`src/rtl/mmio_arbiter_pkg.sv`:
```
// Shared definitions for the MMIO data-port arbiter: FSM states, grant codes
// and the read value returned on a timeout completion.
package mmio_arbiter_pkg;

    typedef enum logic {
        ARB_IDLE = 1'b0,
        ARB_BUSY = 1'b1
    } arb_state_e;

    localparam logic [1:0]  GNT_NONE    = 2'b00;
    localparam logic [1:0]  GNT_C       = 2'b01;
    localparam logic [1:0]  GNT_D       = 2'b10;

    localparam logic [31:0] ARB_TO_DATA = 32'hDEAD_BEEF;

endpackage

```
`src/rtl/mmio_arbiter_arb_pick.sv`:
```
// Winner selection for the MMIO arbiter: CPU has fixed priority unless the
// DMA starvation counter has reached STARVE_LIMIT.
module arb_pick #(
    parameter int unsigned STARVE_LIMIT = 4
) (
    input  logic clk,
    input  logic reset,
    input  logic c_req,
    input  logic d_req,
    input  logic take,
    output logic win_d,
    output logic win_c
);

    localparam int unsigned     CW  = $clog2(STARVE_LIMIT + 1);
    localparam logic [CW-1:0]   LIM = CW'(STARVE_LIMIT);

    logic [CW-1:0] cnt_q;
    logic [CW-1:0] cnt_d;

    always_comb begin
        win_d = d_req & (~c_req | (cnt_q == LIM));
        win_c = c_req & ~win_d;
        cnt_d = cnt_q;
        // Counts only losses while D is actually waiting; saturates because D wins at LIM.
        if (take) begin
            if (win_d) begin
                cnt_d = '0;
            end else if (d_req && (cnt_q != LIM)) begin
                cnt_d = cnt_q + 1'b1;
            end
        end
    end

    always_ff @(posedge clk) begin
        if (reset) begin
            cnt_q <= '0;
        end else begin
            cnt_q <= cnt_d;
        end
    end

endmodule

```
`src/rtl/mmio_arbiter.sv`:
```
// Arbitrates the single MMIO data port between the CPU M-stage (C) and DMA (D).
// Optional BUSY watchdog enabled by defining ARB_TIMEOUT_EN.
module mmio_arbiter
    import mmio_arbiter_pkg::*;
#(
    parameter int unsigned STARVE_LIMIT   = 4,
    parameter int unsigned TIMEOUT_CYCLES = 64
) (
    input  logic        clk,
    input  logic        reset,
    input  logic        c_req,
    input  logic [31:0] c_addr,
    input  logic [31:0] c_wdata,
    input  logic [3:0]  c_byteen,
    output logic        c_ack,
    output logic [31:0] c_rdata,
    output logic        cpu_stall,
    input  logic        d_req,
    input  logic [31:0] d_addr,
    input  logic [31:0] d_wdata,
    input  logic [3:0]  d_byteen,
    output logic        d_ack,
    output logic [31:0] d_rdata,
    output logic        b_req,
    output logic [31:0] b_addr,
    output logic [31:0] b_wdata,
    output logic [3:0]  b_byteen,
    input  logic        b_ack,
    input  logic [31:0] b_rdata,
    output logic [1:0]  grant,
    output logic        err
);

    arb_state_e  state_q;
    logic [1:0]  grant_q;
    logic [31:0] b_addr_q;
    logic [31:0] b_wdata_q;
    logic [3:0]  b_byteen_q;

    logic        take;
    logic        win_c;
    logic        win_d;
    logic        to_hit;
    logic        done;
    logic [31:0] rd_val;

    assign take = (state_q == ARB_IDLE) & (c_req | d_req);

    arb_pick #(
        .STARVE_LIMIT(STARVE_LIMIT)
    ) u_pick (
        .clk   (clk),
        .reset (reset),
        .c_req (c_req),
        .d_req (d_req),
        .take  (take),
        .win_d (win_d),
        .win_c (win_c)
    );

`ifdef ARB_TIMEOUT_EN
    localparam int unsigned   TW     = $clog2(TIMEOUT_CYCLES + 1);
    localparam logic [TW-1:0] TO_LIM = TW'(TIMEOUT_CYCLES);

    logic [TW-1:0] to_q;

    // Held at zero in IDLE so it starts from zero on every BUSY entry.
    always_ff @(posedge clk) begin
        if (reset || (state_q == ARB_IDLE)) begin
            to_q <= '0;
        end else if (to_q != TO_LIM) begin
            to_q <= to_q + 1'b1;
        end
    end

    assign to_hit = (state_q == ARB_BUSY) & (to_q == TO_LIM) & ~b_ack;
`else
    assign to_hit = 1'b0;
`endif

    always_ff @(posedge clk) begin
        if (reset) begin
            state_q    <= ARB_IDLE;
            grant_q    <= GNT_NONE;
            b_addr_q   <= '0;
            b_wdata_q  <= '0;
            b_byteen_q <= '0;
        end else begin
            case (state_q)
                ARB_IDLE: begin
                    if (win_d) begin
                        state_q    <= ARB_BUSY;
                        grant_q    <= GNT_D;
                        b_addr_q   <= d_addr;
                        b_wdata_q  <= d_wdata;
                        b_byteen_q <= d_byteen;
                    end else if (win_c) begin
                        state_q    <= ARB_BUSY;
                        grant_q    <= GNT_C;
                        b_addr_q   <= c_addr;
                        b_wdata_q  <= c_wdata;
                        b_byteen_q <= c_byteen;
                    end
                end
                ARB_BUSY: begin
                    if (b_ack || to_hit) begin
                        state_q <= ARB_IDLE;
                        grant_q <= GNT_NONE;
                    end
                end
                default: begin
                    state_q <= ARB_IDLE;
                    grant_q <= GNT_NONE;
                end
            endcase
        end
    end

    // Completion is gated by reset so an abandoned transaction never acks.
    assign done   = (state_q == ARB_BUSY) & (b_ack | to_hit) & ~reset;
    assign rd_val = to_hit ? ARB_TO_DATA : b_rdata;

    assign c_ack     = done & (grant_q == GNT_C);
    assign d_ack     = done & (grant_q == GNT_D);
    assign c_rdata   = c_ack ? rd_val : '0;
    assign d_rdata   = d_ack ? rd_val : '0;
    assign err       = done & to_hit;
    assign cpu_stall = c_req & ~c_ack & ~reset;

    assign b_req    = (state_q == ARB_BUSY);
    assign b_addr   = b_addr_q;
    assign b_wdata  = b_wdata_q;
    assign b_byteen = b_byteen_q;
    assign grant    = grant_q;

endmodule

```
`config.mk`:
```
export PLATFORM = sky130hd
export DESIGN_NAME = mmio_arbiter
export DESIGN_NICKNAME = d
export VERILOG_FILES = /design/src/rtl/mmio_arbiter_pkg.sv /design/src/rtl/mmio_arbiter_arb_pick.sv /design/src/rtl/mmio_arbiter.sv
export SDC_FILE = /design/constraint.sdc
export NUM_CORES = 1
export LEC_CHECK = 0
export CAP_MARGIN = 25
export CORE_AREA = 2 2 123 125
export DETAILED_ROUTE_END_ITERATION = 16
export DIE_AREA = 0 0 125 127
export PLACE_DENSITY = 0.69
export SYNTH_ARGS = -nofsm -noshare
export SYNTH_HDL_FRONTEND = slang
export SYNTH_SLANG_ARGS = --single-unit
```
`constraint.sdc`:
```
create_clock -name clk -period 1.49 [get_ports clk]
set_input_delay 0.3725 -clock clk [delete_from_list [all_inputs] [get_ports clk]]
set_output_delay 0.3725 -clock clk [all_outputs]
set_load 0.05 [all_outputs]
```
; ---- Yosys cells after proc, flatten, opt, wreduce, memory -nomap -nowiden
; Cells that the tools add are included.
[classes]
muxes = 18
n_reduce_logical = 6
n_bitwise = 16
multipliers = 0
add_sub_neg = 1
n_lt_le_gt_ge = 0
shifts = 0
n_eq_ne = 6
n_div = 0
[ops]
columns = operator, count
row1 = $mux W32, 6
row2 = $and A1 B1 Y1, 9
row3 = $mux W4, 2
row4 = $mux W2, 3
row5 = $mux W3, 2
row6 = $reduce_and A2 Y1, 3
row7 = $not A1 Y1, 5
row8 = $pmux W2 S2, 1
row9 = $reduce_bool A2 Y1, 2
row10 = $add A3 B1 Y3 const B, 1
row11 = $eq A3 B3 Y1 const B, 1
row12 = $mux W1, 3
row13 = $ne A3 B1 Y1 const B, 1
row14 = $ne A3 B3 Y1 const B, 1
row15 = $eq A2 B1 Y1 const B, 1
row16 = $eq A2 B2 Y1 const B, 1
row17 = $ne A2 B2 Y1 const B, 1
row18 = $or A1 B1 Y1, 2
row19 = $pmux W1 S2, 1
row20 = $logic_and A1 B1 Y1, 1
[word_totals]
rom_bits = 0
mem_bits_rw = 0
regBits = 74
latchBits = 0
elab_cells = 53
mem_count = 0

; ---- Logic depth before layout (Yosys ltp)
[logic_depth]
depth_word = 8
ltp_mapped = 7

; ---- Hierarchy
; A second synthesis with hierarchy kept.
[unflattened]
cells_unflattened = 470
hier_area_um2 = 4312.9
[modules_own_cells]
columns = mod, cells_each, n_inst, seq_area_each_um2, area_each_um2
row1 = mmio_arbiter, 448, 1, 1421.4, 4134.0
row2 = arb_pick, 22, 1, 60.1, 178.9

; ---- Worst setup path after synthesis
; Ideal clock, no wire load.
[synth_path]
path_kind = register to output
start = register grant_q[1] (netlist: grant[1])
end = output port cpu_stall
stages_incl_launch_ff = 4
n_path_buf = 1
path_slack_ps = -1156
arrival_time_ps = 2273
required_ps = 1118
cell_sequence = dfxtp_1 -> nor4b_4 -> buf_2 -> nor3b_1
[synth_between]
elab_chain_len = 5
[synth_rtl]
columns = item, line_no
row1 = from (decl), mmio_arbiter.sv:35  ; logic [1:0] grant_q;
row2 = from (signal assigned), mmio_arbiter.sv:84  ; grant_q <= GNT_NONE;
row3 = from (signal assigned), mmio_arbiter.sv:93  ; grant_q <= GNT_D;
row4 = from (signal assigned), mmio_arbiter.sv:99  ; grant_q <= GNT_C;
row5 = $eq A2 B1 Y1, mmio_arbiter.sv:123  ; assign c_ack = done & (grant_q == GNT_C);
row6 = $and A1 B1 Y1, mmio_arbiter.sv:123
row7 = via c_ack, mmio_arbiter.sv:15  ; output logic c_ack,
row8 = $not A1 Y1, mmio_arbiter.sv:128  ; assign cpu_stall = c_req & ~c_ack & ~reset;
row9 = $and A1 B1 Y1 (2 in series), mmio_arbiter.sv:128
row10 = to (decl), mmio_arbiter.sv:17  ; output logic cpu_stall,
; The timed path passes the listed nets, and every way through them passes these cells.

; ---- Final worst setup path
[layout_path]
start = register state_q (netlist: b_req)
end = output port d_rdata[14]
[layout_between]
elab_chain_len = 4
[layout_rtl]
columns = item, line_no
row1 = from (decl), mmio_arbiter.sv:34  ; arb_state_e state_q;
row2 = from (signal assigned), mmio_arbiter.sv:83  ; state_q <= ARB_IDLE;
row3 = from (signal assigned), mmio_arbiter.sv:92  ; state_q <= ARB_BUSY;
row4 = from (signal assigned), mmio_arbiter.sv:98  ; state_q <= ARB_BUSY;
row5 = $and A1 B1 Y1 (2 in series), mmio_arbiter.sv:120  ; assign done = (state_q == ARB_BUSY) & (b_ack | to_hit) & ~reset;
row6 = $and A1 B1 Y1, mmio_arbiter.sv:124  ; assign d_ack = done & (grant_q == GNT_D);
row7 = $mux W32, mmio_arbiter.sv:126  ; assign d_rdata = d_ack ? rd_val : '0;
row8 = to (decl), mmio_arbiter.sv:23  ; output logic [31:0] d_rdata,
; No other way between the ends.

==> results.md <==
- Yosys instantiated no cell more often than sky130_fd_sc_hd__dfxtp_1.
- The number of clock buffers added by TritonCTS is 9.
- CTS built an H-tree with a depth of 3.
- For this block, the routed nets add up to 22000 µm of wire.
- Setup repair after global routing could not meet its margin everywhere.
- The tightest min-delay check is of the input port to flip-flop type.
- The largest total area in the synthesized netlist belongs to sky130_fd_sc_hd__dfxtp_1.
- The data arrival time of the worst path is 1670 ps.
- The routed via count is 5099.
- The critical path startpoint category is a flip-flop.
- Of the post-synthesis cell area, the dominant cell type holds 40.5%.
- The power density relative to cell area is 691 nW/µm².
- After synthesis, the most frequently instantiated cells are sky130_fd_sc_hd__dfxtp_1, sky130_fd_sc_hd__a21oi_1, sky130_fd_sc_hd__nand3_1.
- After the first detailed-routing iteration, the DRC count stood at 347.
- Summing every instance area after synthesis gives 3660 µm².
- The number of fill cells in the layout is 988.
- The post-CTS clock slew at the launch and capture registers of the worst setup and hold paths is 60 ps.
- The clock passes through at most 2 buffers.
- The end point of the critical path is d_rdata[14].
- The final-report hold violation count is 0.
- During synthesis, Yosys emitted a total of 0 warnings.
- In the global route stage, overall resource usage came out at 21.7%.
- In the final design database the tool counted 941 nets.
- The sequential cell area is 1490 µm².
- The global-route wire length before repair is 27400 µm.
- Counting every net in the synthesized netlist gives 603.
- The worst register-to-register path ends at b_addr[6].
- OpenSTA, run right after detailed placement, puts the worst setup slack at -700 ps.
- Dividing the detail-routed via count by the number of cells gives 5.33.
- The share of the yosys chip area belonging to registers is 40.5%.
- The floorplan step defined a die boundary enclosing 15900 µm².
- Once routing completed, OpenROAD measured the worst setup slack at -549 ps.
- The post-cts hold buffer count is 0.
- The worst setup path is captured at a primary output.
- The initial antenna violation count is 2.
- Measured along the x axis, the die boundary spans 125 µm.
- The design draws 7060 µW.
- The count of buffers inserted at the top-level ports is 310.
- Dividing the final minimum period by the clock period gives 137%.
- The number of remaining DRC errors is 0.
- The number of nets with antenna violations after routing is 0.
- The worst register-to-register path has a setup slack of -50 ps.
- Once the floorplan was initialized, standard cells occupied 25.4% of the core.
- By area the synthesized netlist is led by sky130_fd_sc_hd__dfxtp_1, sky130_fd_sc_hd__a32oi_1, sky130_fd_sc_hd__and2_1.
- The floorplan has 44 rows.
- The maximum clock frequency is 490 MHz.
- Entering global routing, the biggest net connects 41 pins.
- In this run the worst setup path begins at b_req.
- The final global-route overflow total is 0.
- The worst register-to-register path begins at u_pick.cnt_q[1].
- Routability-driven placement finished with a final weighted congestion of 0.805.
- The share of flip-flops with an asynchronous set or reset is 0%.
- Summing all placed instances gives a cell area of 8650 µm².
- The dominant register cell in the synthesized netlist is sky130_fd_sc_hd__dfxtp_1.
- The flow ran to the end, but the final reports show violations.
- Across the run, the number of max-cap violations was 0.
- Across the VDD grid, the largest voltage drop is 0.469 mV.
- The critical path in this run is classified as flip-flop to primary output.
- The area of all placed cells without fillers is 10200 µm².
- The clock latency of the later-clocked register in the worst-skew pair is 340 ps.
- The routed design could run at a clock period as short as 2040 ps.
- Setup violations remaining at the end of the flow were counted as 108.
- Synthesis produced 428 cells.
- The final reports fail on negative setup slack.
- The number of top-level pins is 312.
- TritonCTS built the clock tree.
- The count of different cell masters after synthesis is 27.
- The HPWL after detailed placement is 13300 µm.
- In the final layout, the share of cells above drive strength 1 is 50.1%.
- The endpoint required time on the critical path is 1120 ps.
- Summed over all failing endpoints, the final setup total negative slack is -34160 ps.
- The per-cell routed wire length is 23.0 µm.
- The via count of the first global-routing pass is 5006.
- The floorplan step defined a core boundary enclosing 14400 µm².
- The average cell area after synthesis is 8.54 µm².
- The number of flops mapped to enable cells by yosys is 0.
- The highest fanout seen on the critical path is 17.
- The clock root buffer is sky130_fd_sc_hd__clkbuf_16.
- The synthesized flop and latch total is 74.
- The depth of the worst register-to-register path is 8.
- From synthesis to final layout, the design area changed by 179%.
- The number of iterations in the first detailed-routing pass is 5.
- The floorplan step set the die height to 127 µm.
- For this design the static power due to leakage is 0.00390 µW.
- The number of max-slew violations in the final report is 0.
- The clock sink count is 74.
- The multi-input combinational cells in the finished layout cover a total of 2610 µm².
- The worst clock skew is 12.4 ps.
where the power goes:
group / internal, µW / switching, µW / leakage, µW / total [µW]
Clock: 1160 / 890 / 0.000134 / 2050
Combinational: 1430 / 1280 / 0.00315 / 2710
Sequential: 2130 / 171 / 0.000612 / 2300
state kept, by name, summed over array words and instances (netlist names):
| register | count |
|---|---|
| u_pick.cnt_q | 3 |
| b_addr | 32 |
| b_req | 1 |
| b_byteen | 4 |
| grant | 2 |
| b_wdata | 32 |
layout by cell type, fill, tap and decap left out, drive strengths merged, types with 2 or more instances in the layout:
cell type and n:
buf 191, clkdlybuf4s50 168, dfxtp 74, a21oi 71
nand3 70, a32oi 68, and2 65, clkbuf 27
nand2 4, clkinv 4, inv 3, diode 2
nor4b 2, a21bo 2, nor2b 2, a211oi 2
dlymetal6s2s 2, nor3b 2, nor3 2, ha 2
per-stage QoR:
| step | hold WS (ps) | utilization [%] | instances |
|---|---|---|---|
| floorplan | 449 | - | 428 |
| global placement | 496 | 60.0 | 900 |
| detailed placement | 530 | 60.0 | 900 |
| CTS | 429 | 62.8 | 923 |
| global route | 474 | 70.8 | 956 |
| finish | 437 | 70.8 | 956 |
critical path, stage by stage (launching register included):
cell and delay, ps:
sky130_fd_sc_hd__dfxtp_4 360, sky130_fd_sc_hd__nand2_4 50, sky130_fd_sc_hd__buf_6 120, sky130_fd_sc_hd__nor4b_4 260
sky130_fd_sc_hd__buf_6 200, sky130_fd_sc_hd__and2_2 200, sky130_fd_sc_hd__buf_12 140
cell families after synthesis:
| group | synth area share, % |
|---|---|
| simple gates | 24.1 |
| xor+xnor | 0.240 |
| fa+ha+maj | 0.684 |
| buf+inv | 7.36 |
| flops | 40.5 |
| other cells | 0.103 |
| compound gates | 27.0 |
layer usage:
metal	GRT usage (%)	share of wire, %	vias up
li1	-	-	2300
met1	22.9	37	2464
met2	41.2	52	288
met3	5.65	7.8	47
met4	8.17	3.5	0
met5	0	0	-
timing repair:
item / CTS / global route
endpoints found under the setup margin: 88 / 136
gates resized for setup: 12 / 111
cloned: 3 / 24
setup buffers: 5 / 9
pin swaps: 16 / 109
worst min path at each step:
stage | start | end | depth (start not counted)
2_1_floorplan | u_pick.cnt_q[1] | u_pick.cnt_q[1] | 2
3_3_place_gp | u_pick.cnt_q[2] | u_pick.cnt_q[2] | 2
3_5_place_dp | u_pick.cnt_q[2] | u_pick.cnt_q[2] | 2
4_1_cts | b_ack | b_req | 2
5_1_grt | b_ack | b_req | 2
6_report | b_ack | b_req | 2
cell type report:
type	instances	area share [%]
Clock buffer	10	2.34
Timing Repair Buffer	379	54.8
Antenna cell	2	0.0490
Multi-Input combinational cell	299	25.5
Sequential cell	74	14.6
Tap cell	184	2.25
Inverter	3	0.110
Clock inverter	5	0.306
Note: power is estimated with default switching activity, not from simulation.
